`src/rtl/mmio_arb_pkg.sv`:
```
// Shared types and default widths for the two-requester MMIO arbiter.
package mmio_arb_pkg;

    typedef enum logic [1:0] {
        IDLE,
        ACCESS,
        RESP
    } state_e;

    typedef logic req_idx_t;

    localparam int ADDR_W_DEF = 5;
    localparam int DATA_W_DEF = 32;

endpackage

```
`src/rtl/mmio_arbiter_rr_arb2.sv`:
```
// Two-way combinational grant selection. Round-robin by default; with
// MMIO_ARB_FIXED_PRI_EN defined, requester 0 always wins contention.
module rr_arb2
    import mmio_arb_pkg::*;
(
    input  logic     req0_i,
    input  logic     req1_i,
    input  req_idx_t last_grant_i,
    output logic     gnt_valid_o,
    output req_idx_t gnt_idx_o
);

    assign gnt_valid_o = req0_i | req1_i;

`ifdef MMIO_ARB_FIXED_PRI_EN
    logic unused_last_grant;
    assign unused_last_grant = last_grant_i;
    assign gnt_idx_o         = req0_i ? 1'b0 : 1'b1;
`else
    always_comb begin
        if (req0_i && req1_i) begin
            // Whoever was not served last goes next.
            gnt_idx_o = ~last_grant_i;
        end else begin
            gnt_idx_o = req0_i ? 1'b0 : 1'b1;
        end
    end
`endif

endmodule

```
`src/rtl/mmio_arbiter.sv`:
```
// Shares one MMIO slave register port between two requesters (m0, m1).
// Build option MMIO_ARB_FIXED_PRI_EN replaces round-robin with fixed m0 priority.
//
// state  | meaning
// IDLE   | slave port quiet; sample requests, latch winner's fields
// ACCESS | cs + read/write held for HOLD_CYCLES cycles
// RESP   | one-cycle ack to the granted requester
module mmio_arbiter
    import mmio_arb_pkg::*;
#(
    parameter int ADDR_W      = ADDR_W_DEF,
    parameter int DATA_W      = DATA_W_DEF,
    parameter int HOLD_CYCLES = 1
) (
    input  logic              clk,
    input  logic              reset,
    input  logic              m0_req,
    input  logic              m0_wr,
    input  logic [ADDR_W-1:0] m0_addr,
    input  logic [DATA_W-1:0] m0_wdata,
    output logic              m0_ack,
    output logic [DATA_W-1:0] m0_rdata,
    input  logic              m1_req,
    input  logic              m1_wr,
    input  logic [ADDR_W-1:0] m1_addr,
    input  logic [DATA_W-1:0] m1_wdata,
    output logic              m1_ack,
    output logic [DATA_W-1:0] m1_rdata,
    output logic              cs,
    output logic              read,
    output logic              write,
    output logic [ADDR_W-1:0] reg_addr,
    output logic [DATA_W-1:0] wr_data,
    input  logic [DATA_W-1:0] rd_data
);

    localparam logic [3:0] HOLD_LAST = 4'(HOLD_CYCLES - 1);

    state_e            state_q, state_d;
    logic [3:0]        hold_q, hold_d;
    req_idx_t          gidx_q, gidx_d;
    logic              wr_q, wr_d;
    logic [ADDR_W-1:0] addr_q, addr_d;
    logic [DATA_W-1:0] wdata_q, wdata_d;
    logic [DATA_W-1:0] m0_rdata_q, m0_rdata_d;
    logic [DATA_W-1:0] m1_rdata_q, m1_rdata_d;

    logic              gnt_valid;
    req_idx_t          gnt_idx;
    req_idx_t          last_grant;

`ifdef MMIO_ARB_FIXED_PRI_EN
    assign last_grant = 1'b1;
`else
    req_idx_t last_grant_q;

    always_ff @(posedge clk or posedge reset) begin
        if (reset) begin
            last_grant_q <= 1'b1;
        end else if (state_q == RESP) begin
            last_grant_q <= gidx_q;
        end
    end

    assign last_grant = last_grant_q;
`endif

    rr_arb2 u_arb (
        .req0_i       (m0_req),
        .req1_i       (m1_req),
        .last_grant_i (last_grant),
        .gnt_valid_o  (gnt_valid),
        .gnt_idx_o    (gnt_idx)
    );

    always_ff @(posedge clk or posedge reset) begin
        if (reset) begin
            state_q    <= IDLE;
            hold_q     <= '0;
            gidx_q     <= 1'b0;
            wr_q       <= 1'b0;
            addr_q     <= '0;
            wdata_q    <= '0;
            m0_rdata_q <= '0;
            m1_rdata_q <= '0;
        end else begin
            state_q    <= state_d;
            hold_q     <= hold_d;
            gidx_q     <= gidx_d;
            wr_q       <= wr_d;
            addr_q     <= addr_d;
            wdata_q    <= wdata_d;
            m0_rdata_q <= m0_rdata_d;
            m1_rdata_q <= m1_rdata_d;
        end
    end

    always_comb begin
        state_d    = state_q;
        hold_d     = hold_q;
        gidx_d     = gidx_q;
        wr_d       = wr_q;
        addr_d     = addr_q;
        wdata_d    = wdata_q;
        m0_rdata_d = m0_rdata_q;
        m1_rdata_d = m1_rdata_q;

        case (state_q)
            IDLE: begin
                if (gnt_valid) begin
                    gidx_d  = gnt_idx;
                    wr_d    = gnt_idx ? m1_wr    : m0_wr;
                    addr_d  = gnt_idx ? m1_addr  : m0_addr;
                    wdata_d = gnt_idx ? m1_wdata : m0_wdata;
                    hold_d  = '0;
                    state_d = ACCESS;
                end
            end
            ACCESS: begin
                if (hold_q == HOLD_LAST) begin
                    state_d = RESP;
                    if (!wr_q) begin
                        if (gidx_q) begin
                            m1_rdata_d = rd_data;
                        end else begin
                            m0_rdata_d = rd_data;
                        end
                    end
                end else begin
                    hold_d = hold_q + 4'd1;
                end
            end
            RESP: begin
                state_d = IDLE;
            end
            default: begin
                state_d = IDLE;
            end
        endcase
    end

    // Slave-side outputs are gated so the port reads all-zero outside ACCESS.
    assign cs       = (state_q == ACCESS);
    assign read     = cs & ~wr_q;
    assign write    = cs & wr_q;
    assign reg_addr = cs ? addr_q  : '0;
    assign wr_data  = cs ? wdata_q : '0;

    assign m0_ack   = (state_q == RESP) && (gidx_q == 1'b0);
    assign m1_ack   = (state_q == RESP) && (gidx_q == 1'b1);
    assign m0_rdata = m0_rdata_q;
    assign m1_rdata = m1_rdata_q;

endmodule

```
`config.mk`:
```
export PLATFORM = sky130hd
export DESIGN_NAME = mmio_arbiter
export DESIGN_NICKNAME = d
export VERILOG_FILES = /design/src/rtl/mmio_arb_pkg.sv /design/src/rtl/mmio_arbiter_rr_arb2.sv /design/src/rtl/mmio_arbiter.sv
export SDC_FILE = /design/constraint.sdc
export NUM_CORES = 1
export LEC_CHECK = 0
export CAP_MARGIN = 40
export CORE_AREA = 8 8 106 127
export CTS_CLUSTER_DIAMETER = 80
export CTS_CLUSTER_SIZE = 30
export DETAILED_ROUTE_END_ITERATION = 8
export DIE_AREA = 0 0 114 135
export PLACE_DENSITY = 0.86
export RECOVER_POWER = 25
export SLEW_MARGIN = 0
export SYNTH_ARGS = -nofsm -noshare
export SYNTH_HDL_FRONTEND = slang
export SYNTH_SLANG_ARGS = --single-unit
```
`constraint.sdc`:
```
create_clock -name clk -period 11 [get_ports clk]
set_clock_uncertainty 0.1 [all_clocks]
set_input_delay 2.2 -clock clk [delete_from_list [all_inputs] [get_ports clk]]
set_output_delay 2.2 -clock clk [all_outputs]
set_load 0.01 [all_outputs]
```
# Word-level counts from Yosys, hierarchy flattened
# Index checks and enable logic that the tools add are counted.
[word_totals] register_bits=110 latch_bits=0 mem_bits_rw=0 mem_bits_ro=0 inputBits=112 output_inout_bits=106 elab_cells=45 mem_count=0
[op_classes] add_sub_neg=1 mul=0 div_mod_pow=0 n_lt_le_gt_ge=0 n_eq_ne=5 shift=0 muxes=13 n_bitwise=6 n_reduce_logical=11
[ops] operator="two-way mux 32 bit" count=2
[ops] operator="two-way mux 5 bit" count=2
[ops] operator="two-way mux 4 bit" count=2
[ops] operator="case mux 4 bit (2 select lines)" count=1
[ops] operator="AND reduction 4 bit" count=2
[ops] operator="adder 4 x 1 -> 4 bit (second input constant)" count=1
[ops] operator="zero test 4 bit" count=1
[ops] operator="two-way mux 2 bit" count=2
[ops] operator="!= test 2 bit (second input constant)" count=2
[ops] operator="case mux 2 bit (2 select lines)" count=1
[ops] operator="AND reduction 2 bit" count=2
[ops] operator="logical AND 1 bit" count=3
[ops] operator="two-way mux 1 bit" count=3
[ops] operator="NOT 1 bit" count=3
[ops] operator="AND reduction 3 bit" count=1
[ops] operator="bitwise AND 1 bit" count=2
[ops] operator="== test 2 x 1 -> 1 bit (second input constant)" count=1
[ops] operator="== test 2 bit (second input constant)" count=1
[ops] operator="zero test 2 bit" count=1
[ops] operator="!= test 2 x 1 -> 1 bit (second input constant)" count=1
[ops] operator="nonzero test 2 bit" count=1
[ops] operator="OR 1 bit" count=1

# Longest topological paths before layout
[depth] depth_word=3 depth_mapped=7 depth_no_buf=5

# By module
# Synthesis repeated with hierarchy kept, for this count alone.
[hier_totals] cells_unflattened=393 hier_area_um2=5109.9
[by_module_without_submodules] module="mmio_arbiter" n_inst=1 cells_each=390 area_per_inst_um2=5094.9
[by_module_without_submodules] module="rr_arb2" n_inst=1 cells_each=3 area_per_inst_um2=15.0

# Worst setup path before layout
# No wires, ideal clock.
[synth_path] path_type="register to output" start="reg state_q[1]" end="out wr_data[20]" t_arrival_ns=1.300 t_required_ns=8.700 setup_slack_ns=7.400 path_stages_with_launch=6 n_path_buf=2 cell_sequence="dfrtp_1 > nand2b_1 > clkbuf_1 > inv_1 > clkbuf_1 > and2_1"
[synth_via] elab_chain_len=2
[synth_rtl] item="start, declared" line="mmio_arbiter.sv:39" text="state_e state_q, state_d;"
[synth_rtl] item="start signal, assigned" line="mmio_arbiter.sv:87" text="state_q <= state_d;"
[synth_rtl] item="== test 2 x 1 -> 1 bit" line="mmio_arbiter.sv:143" text="assign cs = (state_q == ACCESS);"
[synth_rtl] item="via cs" line="mmio_arbiter.sv:29" text="output logic cs,"
[synth_rtl] item="two-way mux 32 bit" line="mmio_arbiter.sv:147" text="assign wr_data = cs ? wdata_q : '0;"
[synth_rtl] item="end, declared" line="mmio_arbiter.sv:33" text="output logic [DATA_W-1:0] wr_data,"
# The timed path passes the listed nets, and every way through them passes these cells.

# Worst setup path after layout
[layout_path] start="reg state_q[1]" end="out wr_data[2]"
[layout_via] elab_chain_len=2
[layout_rtl] item="== test 2 x 1 -> 1 bit" line="mmio_arbiter.sv:143"
[layout_rtl] item="two-way mux 32 bit" line="mmio_arbiter.sv:147"
# Every way passes these cells.

==> impl.org <==
** STA
- For the pin with the worst max-slew slack, the measured transition is 1.49 ns.
- Setup violations remaining at the end of the flow were counted as 0.
- Static timing analysis puts the maximum clock frequency at 218 MHz.
- The worst path uses 41.8% of the clock period.
- Worst hold slack :: 0.400 ns
- Setup repair after global routing left no endpoint under its margin.
- Min Clock Period, post-route :: 4.59 ns
- Pins Over Slew Limit :: 0
- After layout, the worst setup slack is 6.41 ns.
- Setup tns final :: 0 ns
- The count of endpoints failing hold in the final timing report was 0.
- Worst slew margin relative to its limit :: 0.299%

** Floorplanning
- I/O pin total :: 218
- Die height :: 135 µm
- The initial utilization of the core area, before any placement, comes to 46.1%.
- Area of the die :: 15,400 µm²
- Row generation in the floorplan step produced 43 rows.
- Die X-Extent :: 114 µm
- Core Box Area :: 11,400 µm²

** Global routing
- Largest net degree at the start of global routing :: 67
- Gr usage total :: 19.7%
- Summed over all layers, the global routing overflow is 0.
- The first global-routing pass estimated 24,100 µm of wire.
- The number of global-route vias before repair was 4,592.
- Number of antenna violations at the first check in global routing :: 0

** Logic synthesis
- Fraction of post-synthesis cell area in the top cell type by area :: 51.8%
- Counting flops and latches in the post-synthesis netlist gives 110.
- Netlist Area Pre-Place :: 5260 µm²
- Synthesized netlist net count :: 559
- Synth Warn # :: 0
- The largest total area in the synthesized netlist belongs to sky130_fd_sc_hd__dfrtp_1.
- Yosys instantiated no cell more often than sky130_fd_sc_hd__dfrtp_1.
- EDFF count, synth :: 0
- Number of distinct library cell variants in the gate-level netlist after synthesis :: 29
- By area the synthesized netlist is led by sky130_fd_sc_hd__dfrtp_1 (52%), sky130_fd_sc_hd__mux2_4 (17%), sky130_fd_sc_hd__a31oi_1 (4.5%), sky130_fd_sc_hd__and2_1 (4.5%), sky130_fd_sc_hd__nand3_1 (3.8%).
- After synthesis, flip-flops and latches occupy 52.3% of the total area.
- Proportion of synthesized flip-flops having asynchronous set or reset :: 100%
- Ranked by instance count, the synthesized netlist is headed by sky130_fd_sc_hd__dfrtp_1 (109), sky130_fd_sc_hd__mux2_4 (60), sky130_fd_sc_hd__nand3_1 (40).
- In the synthesized netlist, the number of instances is 445.
- Dominant register cell in the synthesized netlist :: sky130_fd_sc_hd__dfrtp_1
- Synthesized area per cell :: 11.8 µm²

** Final layout
- N_diodes :: 0
- Number of nets in the final layout :: 754
- In the final layout, the share of cells above drive strength 1 is 11.9%.
- Cell area after layout :: 7700 µm²
- Synth-to-layout area growth :: 46.3%

** Detailed routing
- DRC violation total after the first TritonRoute iteration :: 184
- The first TritonRoute pass finished after 4 iterations.
- Total routed wirelength :: 15,400 µm
- Dividing the detail-routed via count by the number of cells gives 5.37.
- Total via count after detailed routing :: 4,305
- Detail Route Antenna Nets :: 0
- Routed wire per std cell :: 19.2 µm
- In the routed design, unresolved DRC markers number 0.

** Run status
- The run finished, with violations left.
- Failing checks :: capacitance limit

** Worst setup path
- Arrival time worst endpoint :: 2.29 ns
- In this run the worst path has a maximum fanout of 33.
- The setup path with the least slack is of type register to output port.
- STA classifies the critical path endpoint as an output port.
- STA classifies the critical path startpoint as a register.
- Data required time at the worst endpoint :: 8.70 ns

** Placement
- DP Wirelength :: 11,600 µm
- At the end of routability-driven placement, the weighted congestion stood at 0.801.
- Post-placement cell area :: 7510 µm²
- Total of buffers placed on input and output ports :: 217
- Worst setup slack after placement :: 6.61 ns

** Power
- Internal power of the cells :: 1.38 mW
- IR analysis of the VDD net gives a maximum drop of 0.000110 V.
- Clock Power Share :: 14.6%
- Lkg Pwr :: 3.21 nW
- Registers are responsible for 35.0% of the overall power.
- In this run the power spent charging and discharging nets is 0.708 mW.
- The completed layout was analyzed and its total power is 2.08 mW.
- Switching power share of the total :: 34.0%
- Power spread over the standard cell area amounts to 271 nW/µm².
- Relative contribution of combinational cells to total power :: 50.3%

** Clocking
- In this run the number of H-tree levels came out at 3.
- CTS hold repair buffers :: 0
- Clock tree synthesis inserted a total of 9 buffers.
- In this run, post-CTS repair resized a total of 0 instances.
- Clock root buffer master :: sky130_fd_sc_hd__clkbuf_16
- The clock reaches the later pin of the worst-skew pair after 0.34 ns.
- Postcts setup bufs :: 0
- # clock sinks :: 110
- Clock tree from TritonCTS :: yes
- Clock transition time at the flip-flop clock pins of the worst setup and hold paths :: 0.07 ns
- The longest clock path from root to sink contains 2 buffers.

** Worst hold path
- In this run the worst hold path is classified as register to register.

** Flow run
- Max capacitance violation total :: 1
-- flip-flops by register name (all words and copies together) (netlist names) --
register and count:
addr_q 5, gidx_q 1, hold_q 4, last_grant 1
m0_rdata 32, m1_rdata 32, state_q 2, wdata_q 32
wr_q 1
-- logic make-up (layout without fill, tap and decap cells) --
| kind of cell | Yosys count | count (layout) | synth area share, % |
|---|---|---|---|
| compound gates | 122 | 122 | 12.9 |
| flops | 110 | 110 | 52.3 |
| simple gates | 96 | 96 | 10.3 |
| mux | 65 | 65 | 18.2 |
| buf+inv | 49 | 249 | 5.63 |
| fa+ha+maj | 2 | 2 | 0.475 |
| xor+xnor | 1 | 1 | 0.166 |
-- layer usage --
| metal | GRT usage, % | vias to the layer above | routed length (µm) |
|---|---|---|---|
| met4 | 7.26 | 0 | 272 |
| met5 | 0 | - | 0 |
| li1 | - | 1980 | - |
| met1 | 22.7 | 2092 | 6190 |
| met2 | 34.4 | 213 | 7760 |
| met3 | 5.00 | 20 | 1160 |
-- worst max-delay path: stages (launching register included) --
cell,delay (ns)
sky130_fd_sc_hd__dfrtp_1,0.41
sky130_fd_sc_hd__nand2b_1,0.28
sky130_fd_sc_hd__inv_1,0.34
sky130_fd_sc_hd__buf_16,0.21
sky130_fd_sc_hd__and2_1,0.14
sky130_fd_sc_hd__clkdlybuf4s50_1,0.55
-- placed cells by master, fill, tap and decap left out --
master	instances
sky130_fd_sc_hd__clkdlybuf4s50_1	192
sky130_fd_sc_hd__dfrtp_1	109
sky130_fd_sc_hd__nand3_1	40
sky130_fd_sc_hd__mux2_4	39
sky130_fd_sc_hd__o21ai_0	39
sky130_fd_sc_hd__a21oi_1	39
sky130_fd_sc_hd__and2_1	38
sky130_fd_sc_hd__a31oi_1	38
sky130_fd_sc_hd__dlygate4sd3_1	25
sky130_fd_sc_hd__mux2_1	21
sky130_fd_sc_hd__clkbuf_16	9
sky130_fd_sc_hd__inv_1	6
sky130_fd_sc_hd__nor2_1	5
sky130_fd_sc_hd__mux2_2	5
sky130_fd_sc_hd__buf_4	5
sky130_fd_sc_hd__nand2b_1	3
sky130_fd_sc_hd__buf_16	3
sky130_fd_sc_hd__or4_4	2
sky130_fd_sc_hd__nor2_2	2
sky130_fd_sc_hd__or2_2	2
sky130_fd_sc_hd__nand2_1	2
sky130_fd_sc_hd__ha_1	2
sky130_fd_sc_hd__clkinvlp_4	2
sky130_fd_sc_hd__clkbuf_1	2
sky130_fd_sc_hd__or3b_1	1
sky130_fd_sc_hd__a22o_2	1
sky130_fd_sc_hd__clkinvlp_2	1
sky130_fd_sc_hd__nor2b_2	1
sky130_fd_sc_hd__o32a_1	1
sky130_fd_sc_hd__xor2_1	1
sky130_fd_sc_hd__o22ai_1	1
sky130_fd_sc_hd__a21o_1	1
sky130_fd_sc_hd__o221ai_1	1
sky130_fd_sc_hd__o41ai_1	1
sky130_fd_sc_hd__inv_6	1
sky130_fd_sc_hd__inv_8	1
sky130_fd_sc_hd__clkinv_4	1
sky130_fd_sc_hd__dfstp_2	1
sky130_fd_sc_hd__buf_8	1
-- cell type report --
type,instances,area [µm²]
Fill cell,848,3700
Sequential cell,110,2750
Timing Repair Buffer,226,2310
Multi-Input combinational cell,286,2140
Clock buffer,11,233
Tap cell,157,196
Clock inverter,5,43.8
Inverter,7,27.5
-- power by group through the flow --
stage	clock [mW]	combinational (mW)	sequential, mW
2_1_floorplan	0	0.540	0.761
3_3_place_gp	0	1.06	0.724
3_5_place_dp	0	1.10	0.736
4_1_cts	0.310	1.11	0.731
5_1_grt	0.327	1.13	0.752
6_report	0.305	1.05	0.730
-- path summary, 6_finish.rpt --
kind,from,slack [ns],cells past startpoint,endpoint
max in group asynchronous,reset,7.05,4,wr_q
min,m0_rdata[11],0.40,1,m0_rdata[11]
min reg2reg,m0_rdata[11],0.40,1,m0_rdata[11]
max reg2reg,hold_q[0],8.45,5,m1_rdata[17]
min in group asynchronous,reset,2.55,2,m0_rdata[7]
max,state_q[1],6.41,5,wr_data[2]
-- metrics by stage --
step,cells,utilization (%)
after floorplan,445,-
after global routing,802,67.5
final,802,67.5
after global placement,782,65.0
after detailed placement,786,65.8
after CTS,802,68.2
Note: power is estimated with default switching activity, not from simulation.
